===== src/rtl/speccfa_pkg.sv =====
// speccfa_pkg: shared FSM encoding, token constants and event record for the SpecCFA log manager.
package speccfa_pkg;
    typedef enum logic [1:0] {IDLE, WRITE_ID, WRITE_CNT, REWIND} state_t;
    localparam logic [7:0] TOKEN_TAG_DEF = 8'hBF;
    localparam int WORD_BYTES = 2;
    typedef struct packed {
        logic [7:0]  id;
        logic [15:0] addr;
    } evt_t;
endpackage


===== src/rtl/speccfa_evt_fifo.sv =====
// speccfa_evt_fifo: synchronous FIFO of pending detection events; push on a full FIFO succeeds only alongside a pop.
module speccfa_evt_fifo import speccfa_pkg::*; #(
    parameter int DEPTH = 2
) (
    input  logic clk,
    input  logic reset,
    input  logic push,
    input  logic pop,
    input  evt_t din,
    output evt_t dout,
    output logic full,
    output logic empty
);
    localparam int AW = $clog2(DEPTH);
    evt_t mem [DEPTH];
    logic [AW:0] wr_ptr, rd_ptr;
    logic do_push, do_pop;
    assign empty = wr_ptr == rd_ptr;
    assign full = wr_ptr[AW-1:0] == rd_ptr[AW-1:0] && wr_ptr[AW] != rd_ptr[AW];
    assign do_push = push && (!full || pop);
    assign do_pop = pop && !empty;
    assign dout = mem[rd_ptr[AW-1:0]];
    always_ff @(posedge clk)
        if (do_push) mem[wr_ptr[AW-1:0]] <= din;
    always_ff @(posedge clk) begin
        if (reset) begin
            wr_ptr <= '0;
            rd_ptr <= '0;
        end else begin
            if (do_push) wr_ptr <= wr_ptr + 1'b1;
            if (do_pop) rd_ptr <= rd_ptr + 1'b1;
        end
    end
endmodule


===== src/rtl/speccfa_log_manager.sv =====
// speccfa_log_manager: replaces detected CF-Log subpaths with a 2-word block token and rewinds the log pointer.
// Optional SPECCFA_REPEAT_COUNT_EN: an event contiguous with the previous token of the same id bumps its count instead.
module speccfa_log_manager import speccfa_pkg::*; #(
    parameter logic [7:0]  TOKEN_TAG    = TOKEN_TAG_DEF,
    parameter logic [15:0] LOG_MAX_ADDR = 16'hFFFE,
    parameter int          FIFO_DEPTH   = 2
) (
    input  logic        clk,
    input  logic        reset,
    input  logic        detect_active,
    input  logic [7:0]  active_block_id,
    input  logic [15:0] active_block_cflog_addr,
    input  logic        cflow_hw_wen,
    output logic        log_wr_en,
    output logic [15:0] log_wr_addr,
    output logic [15:0] log_wr_data,
    output logic        log_ptr_wen,
    output logic [15:0] log_ptr_new,
    output logic        busy,
    output logic        evt_overflow,
    output logic        log_full,
    output logic        collision_err
);
    localparam logic [15:0] TOK_BYTES = 16'(2 * WORD_BYTES);
    state_t state, state_nx;
    evt_t head;
    logic full, empty, pop, fits, repeat_hit;
    logic [7:0] ev_id;
    logic [15:0] tok_addr, cnt;
    speccfa_evt_fifo #(.DEPTH(FIFO_DEPTH)) u_fifo (
        .clk(clk), .reset(reset), .push(detect_active), .pop(pop),
        .din({active_block_id, active_block_cflog_addr}), .dout(head), .full(full), .empty(empty)
    );
    assign pop = state == IDLE && !empty;
    // 17-bit sum so an address near the top of the map cannot wrap past the check
    assign fits = ({1'b0, head.addr} + 17'd4) <= {1'b0, LOG_MAX_ADDR};
`ifdef SPECCFA_REPEAT_COUNT_EN
    logic rec_valid;
    logic [7:0] last_id;
    logic [15:0] last_addr, last_cnt;
    assign repeat_hit = rec_valid && head.id == last_id && head.addr == last_addr + TOK_BYTES && last_cnt != 16'hFFFF;
    always_ff @(posedge clk) begin
        if (reset) begin
            rec_valid <= 1'b0;
            last_id <= '0;
            last_addr <= '0;
            last_cnt <= '0;
        end else if (state == REWIND) begin
            rec_valid <= 1'b1;
            last_id <= ev_id;
            last_addr <= tok_addr;
            last_cnt <= cnt;
        end
    end
`else
    assign repeat_hit = 1'b0;
`endif
    always_comb begin
        state_nx = state;
        case (state)
            IDLE: if (pop && fits) state_nx = repeat_hit ? WRITE_CNT : WRITE_ID;
            WRITE_ID: state_nx = WRITE_CNT;
            WRITE_CNT: state_nx = REWIND;
            default: state_nx = IDLE;
        endcase
    end
    assign log_wr_en = state == WRITE_ID || state == WRITE_CNT;
    assign log_wr_addr = state == WRITE_ID ? tok_addr : state == WRITE_CNT ? tok_addr + 16'(WORD_BYTES) : '0;
    assign log_wr_data = state == WRITE_ID ? {TOKEN_TAG, ev_id} : state == WRITE_CNT ? cnt : '0;
    assign log_ptr_wen = state == REWIND;
    assign log_ptr_new = state == REWIND ? tok_addr + TOK_BYTES : '0;
    assign busy = state != IDLE || !empty;
    always_ff @(posedge clk) begin
        if (reset) begin
            state <= IDLE;
            ev_id <= '0;
            tok_addr <= '0;
            cnt <= '0;
            evt_overflow <= 1'b0;
            log_full <= 1'b0;
            collision_err <= 1'b0;
        end else begin
            state <= state_nx;
            if (detect_active && full && !pop) evt_overflow <= 1'b1;
            if (pop && !fits) log_full <= 1'b1;
            if (cflow_hw_wen && busy) collision_err <= 1'b1;
            if (pop && fits) begin
                ev_id <= head.id;
`ifdef SPECCFA_REPEAT_COUNT_EN
                tok_addr <= repeat_hit ? last_addr : head.addr;
                cnt <= repeat_hit ? last_cnt + 16'd1 : 16'd1;
`else
                tok_addr <= head.addr;
                cnt <= 16'd1;
`endif
            end
        end
    end
endmodule

===== config.mk =====
export PLATFORM = sky130hd
export DESIGN_NAME = speccfa_log_manager
export DESIGN_NICKNAME = d
export VERILOG_FILES = /design/src/rtl/speccfa_pkg.sv /design/src/rtl/speccfa_evt_fifo.sv /design/src/rtl/speccfa_log_manager.sv
export SDC_FILE = /design/constraint.sdc
export NUM_CORES = 1
export LEC_CHECK = 0
export CAP_MARGIN = 20
export CORE_AREA = 2 2 81 160
export CTS_BUF_LIST = sky130_fd_sc_hd__clkbuf_4
export DETAILED_ROUTE_END_ITERATION = 8
export DIE_AREA = 0 0 83 162
export PLACE_DENSITY = 0.66
export SLEW_MARGIN = 15
export SYNTH_ARGS = -nofsm -noshare
export SYNTH_HDL_FRONTEND = slang
export SYNTH_SLANG_ARGS = --single-unit

===== constraint.sdc =====
create_clock -name clk -period 3.3 [get_ports clk]
set_input_delay 0.99 -clock clk [delete_from_list [all_inputs] [get_ports clk]]
set_output_delay 0.99 -clock clk [all_outputs]
set_load 0.01 [all_outputs]

==> flow_summary.ini <==
[status]
status = finished, final reports clean

[synth]
netlist_area_um2 = 4190
ys_top_cells_by_area = edfxtp_1 (34%), dfxtp_1 (17%), mux2i_1 (4.8%)
synth-async-reset-ratio_pct = 0
avgSynthCellArea_um2 = 11.0
yosys_warnings = 0
synth_top_area_cell = edfxtp_1
synth_top_area_share_pct = 34.4
yosysMostFrequentCell = edfxtp_1
synth_edf_count = 48
synth.net_count = 416
yosysSeqAreaShare_pct = 51.1
ys.flop_type = edfxtp_1
yosys-top-cells-count = edfxtp_1 (48), a21oi_1 (38), dfxtp_1 (35)
synth_seq_cells = 83
yosys.cell_types.count = 47
syn_inst = 380

[grt]
antenna_found_initial = 1
overflow = 0
grt_first_pass_wirelength_um = 14700
grt_pass1_vias = 3132
grt.total_usage_pct = 13.5
grt_start_max_net_pins = 39

[power_and_ir_drop]
irDropWorstVdd_uv = 395
power_w = 0.00409
combPwrFrac_pct = 43.8
p_int_w = 0.00259
clock_power_share_pct = 17.4
swShare_pct = 36.6
p_per_area_nw_per_um2 = 752
p_sw_w = 0.00150
leakagePower_nw = 1.97
seq_power_share_pct = 38.8

[cts]
path_clk_slew_ps = 130
htree_levels = 3
clockBufferDepth = 2
clock_latency_ps = 440
cts_tree = yes
cts_buffers = 9
clock-sinks = 83
holdBufCountCts = 0
ctsRootBufferMaster = clkbuf_4

[timing]
clock_skew_ps = 14.2
fin_ws_ps = 75.6
tns_ps = 0
rsz0062_at_grt = yes
setup_viol = 0
fin_crit_ps = 3220
clock.fmax_mhz = 310
fin_crit_sh_pct = 97.7
finalHoldViolations = 0
slew_viol_final = 0

[floorplan]
core_um2 = 12200
num_io_pins = 82
num_rows = 57
initial_core_util_pct = 34.4
dieArea_um2 = 13400
die_w_um = 83
fp.dieH_um = 162

[place]
post-place-ws_ps = 36.0
io_buffers = 80
dp_hpwl_um = 6930
place_congestion = 0.854

[detailed_routing]
drc = 0
vias_per_cell = 5.17
drtPass1Iterations = 6
drt-total-wl_um = 9170
drtIter0Drc = 121
route.detailed.wl_per_inst_um = 15.0
vias = 3156
antenna_left = 0

[critical_path]
crit_arrival_ps = 2230
startpoint_type = flip-flop
end_kind = output pin
critical_path_class = flip-flop to output pin
cp_max_fo = 5
cp.required_ps = 2310

[run]
maxCapViolCount = 0

[worst_hold_path]
hp-class = flip-flop to flip-flop

[finish]
area_growth_pct = 29.8
fin_nets = 494
layout-drive-gt1-share_pct = 19.0
-- kinds of logic (layout without fill, tap and decap cells) --
group,after synthesis,count (layout),share of synthesized area (%)
AND/OR/NAND/NOR,104,104,13.5
AO/OA/AOI/OAI,98,98,17.3
flip-flops,83,83,51.1
buffers and inverters,43,126,5.52
multiplexers,23,23,5.85
XOR/XNOR,20,20,4.18
adder cells (fa/ha/maj),8,8,2.39
other,1,2,0.0894
-- state kept, by name, summed over array words and instances (netlist names), 2 cells and up, named ones only --
name,flops
state,2
tok_addr,16
u_fifo.mem,48
ev_id,8
u_fifo.wr_ptr,2
u_fifo.rd_ptr,2
-- per-layer routing --
layer | vias to the layer above | track usage (%) | wire length (µm)
li1 | 1555 | - | -
met1 | 1518 | 12.5 | 3360
met2 | 69 | 27.3 | 5260
met3 | 14 | 2.24 | 321
met4 | 0 | 6.86 | 225
met5 | - | 0 | 0
-- worst max-delay path, cell delays in order, from the launching register on --
cell	delay [ps]
dfxtp_2	350
inv_2	50
ha_4	160
nand4b_1	270
nor2_2	180
nand3_2	130
or3_1	390
a21oi_1	130
buf_2	140
-- power by group through the flow --
stage | logic [W] | registers (W) | clock network [W]
6_report | 0.00179 | 0.00159 | 0.000712
5_1_grt | 0.00198 | 0.00162 | 0.000765
4_1_cts | 0.00175 | 0.00157 | 0.000729
3_5_place_dp | 0.00176 | 0.00159 | 0
3_3_place_gp | 0.00172 | 0.00157 | 0
2_1_floorplan | 0.00125 | 0.00148 | 0
-- timing repair --
action | CTS | global route
gates resized for setup | 38 | 27
endpoints found under the setup margin | 20 | 12
pin swaps | 2 | 9
buffers inserted | 2 | 1
-- layout make-up --
cell class                 instances  area, µm²
clock buffer                       9       67.6
inverter                           8       30.0
fill                            1168       6760
sequential                        83       2160
antenna                            1       2.50
clock inverter                     7        116
tap                              147        184
multi-input combinational        254       1900
timing repair buffer             102        985
-- final timing paths --
path | startpoint | end | slack [ps] | cells past startpoint
hold / removal | cnt[0] | cnt[0] | 490 | 2
setup reg to reg | flip-flop | ev_id[3] | 640 | 9
setup / recovery | state[1] | log_wr_addr[15] | 80 | 8
hold reg to reg | cnt[0] | cnt[0] | 490 | 2
-- cells in the final DEF, fill, tap and decap left out, drive strengths merged, types with 3 or more instances in the layout --
cell type and count:
a211oi 10, bufinv 3, inv 8, and3 6, o31ai 3, and2 21, a21oi 38, ha 8
nor2b 4, a311oi 14, nand2b 4, xnor2 11, clkdlybuf4s50 60, nand2 15, dlygate4sd2 11, dlymetal6s2s 3
buf 24, edfxtp 48, dfxtp 35, nand4 7, nand3 11, nor2 21, o21ai 20, clkinv 4
clkbuf 12, xor2 9, or3 7, mux2i 21, a21boi 3
-- per-stage QoR --
step                utilization (%)  hold slack, ps  std cells  cell area (µm²)
global route                   44.6             519        611             5440
CTS                            44.0             494        609             5360
detailed placement             42.3             463        591             5160
global placement               42.3             453        591             5160
floorplan                         -             437        380             4190
finish                         44.6             489        611             5440
Note: power is estimated with default switching activity, not from simulation.
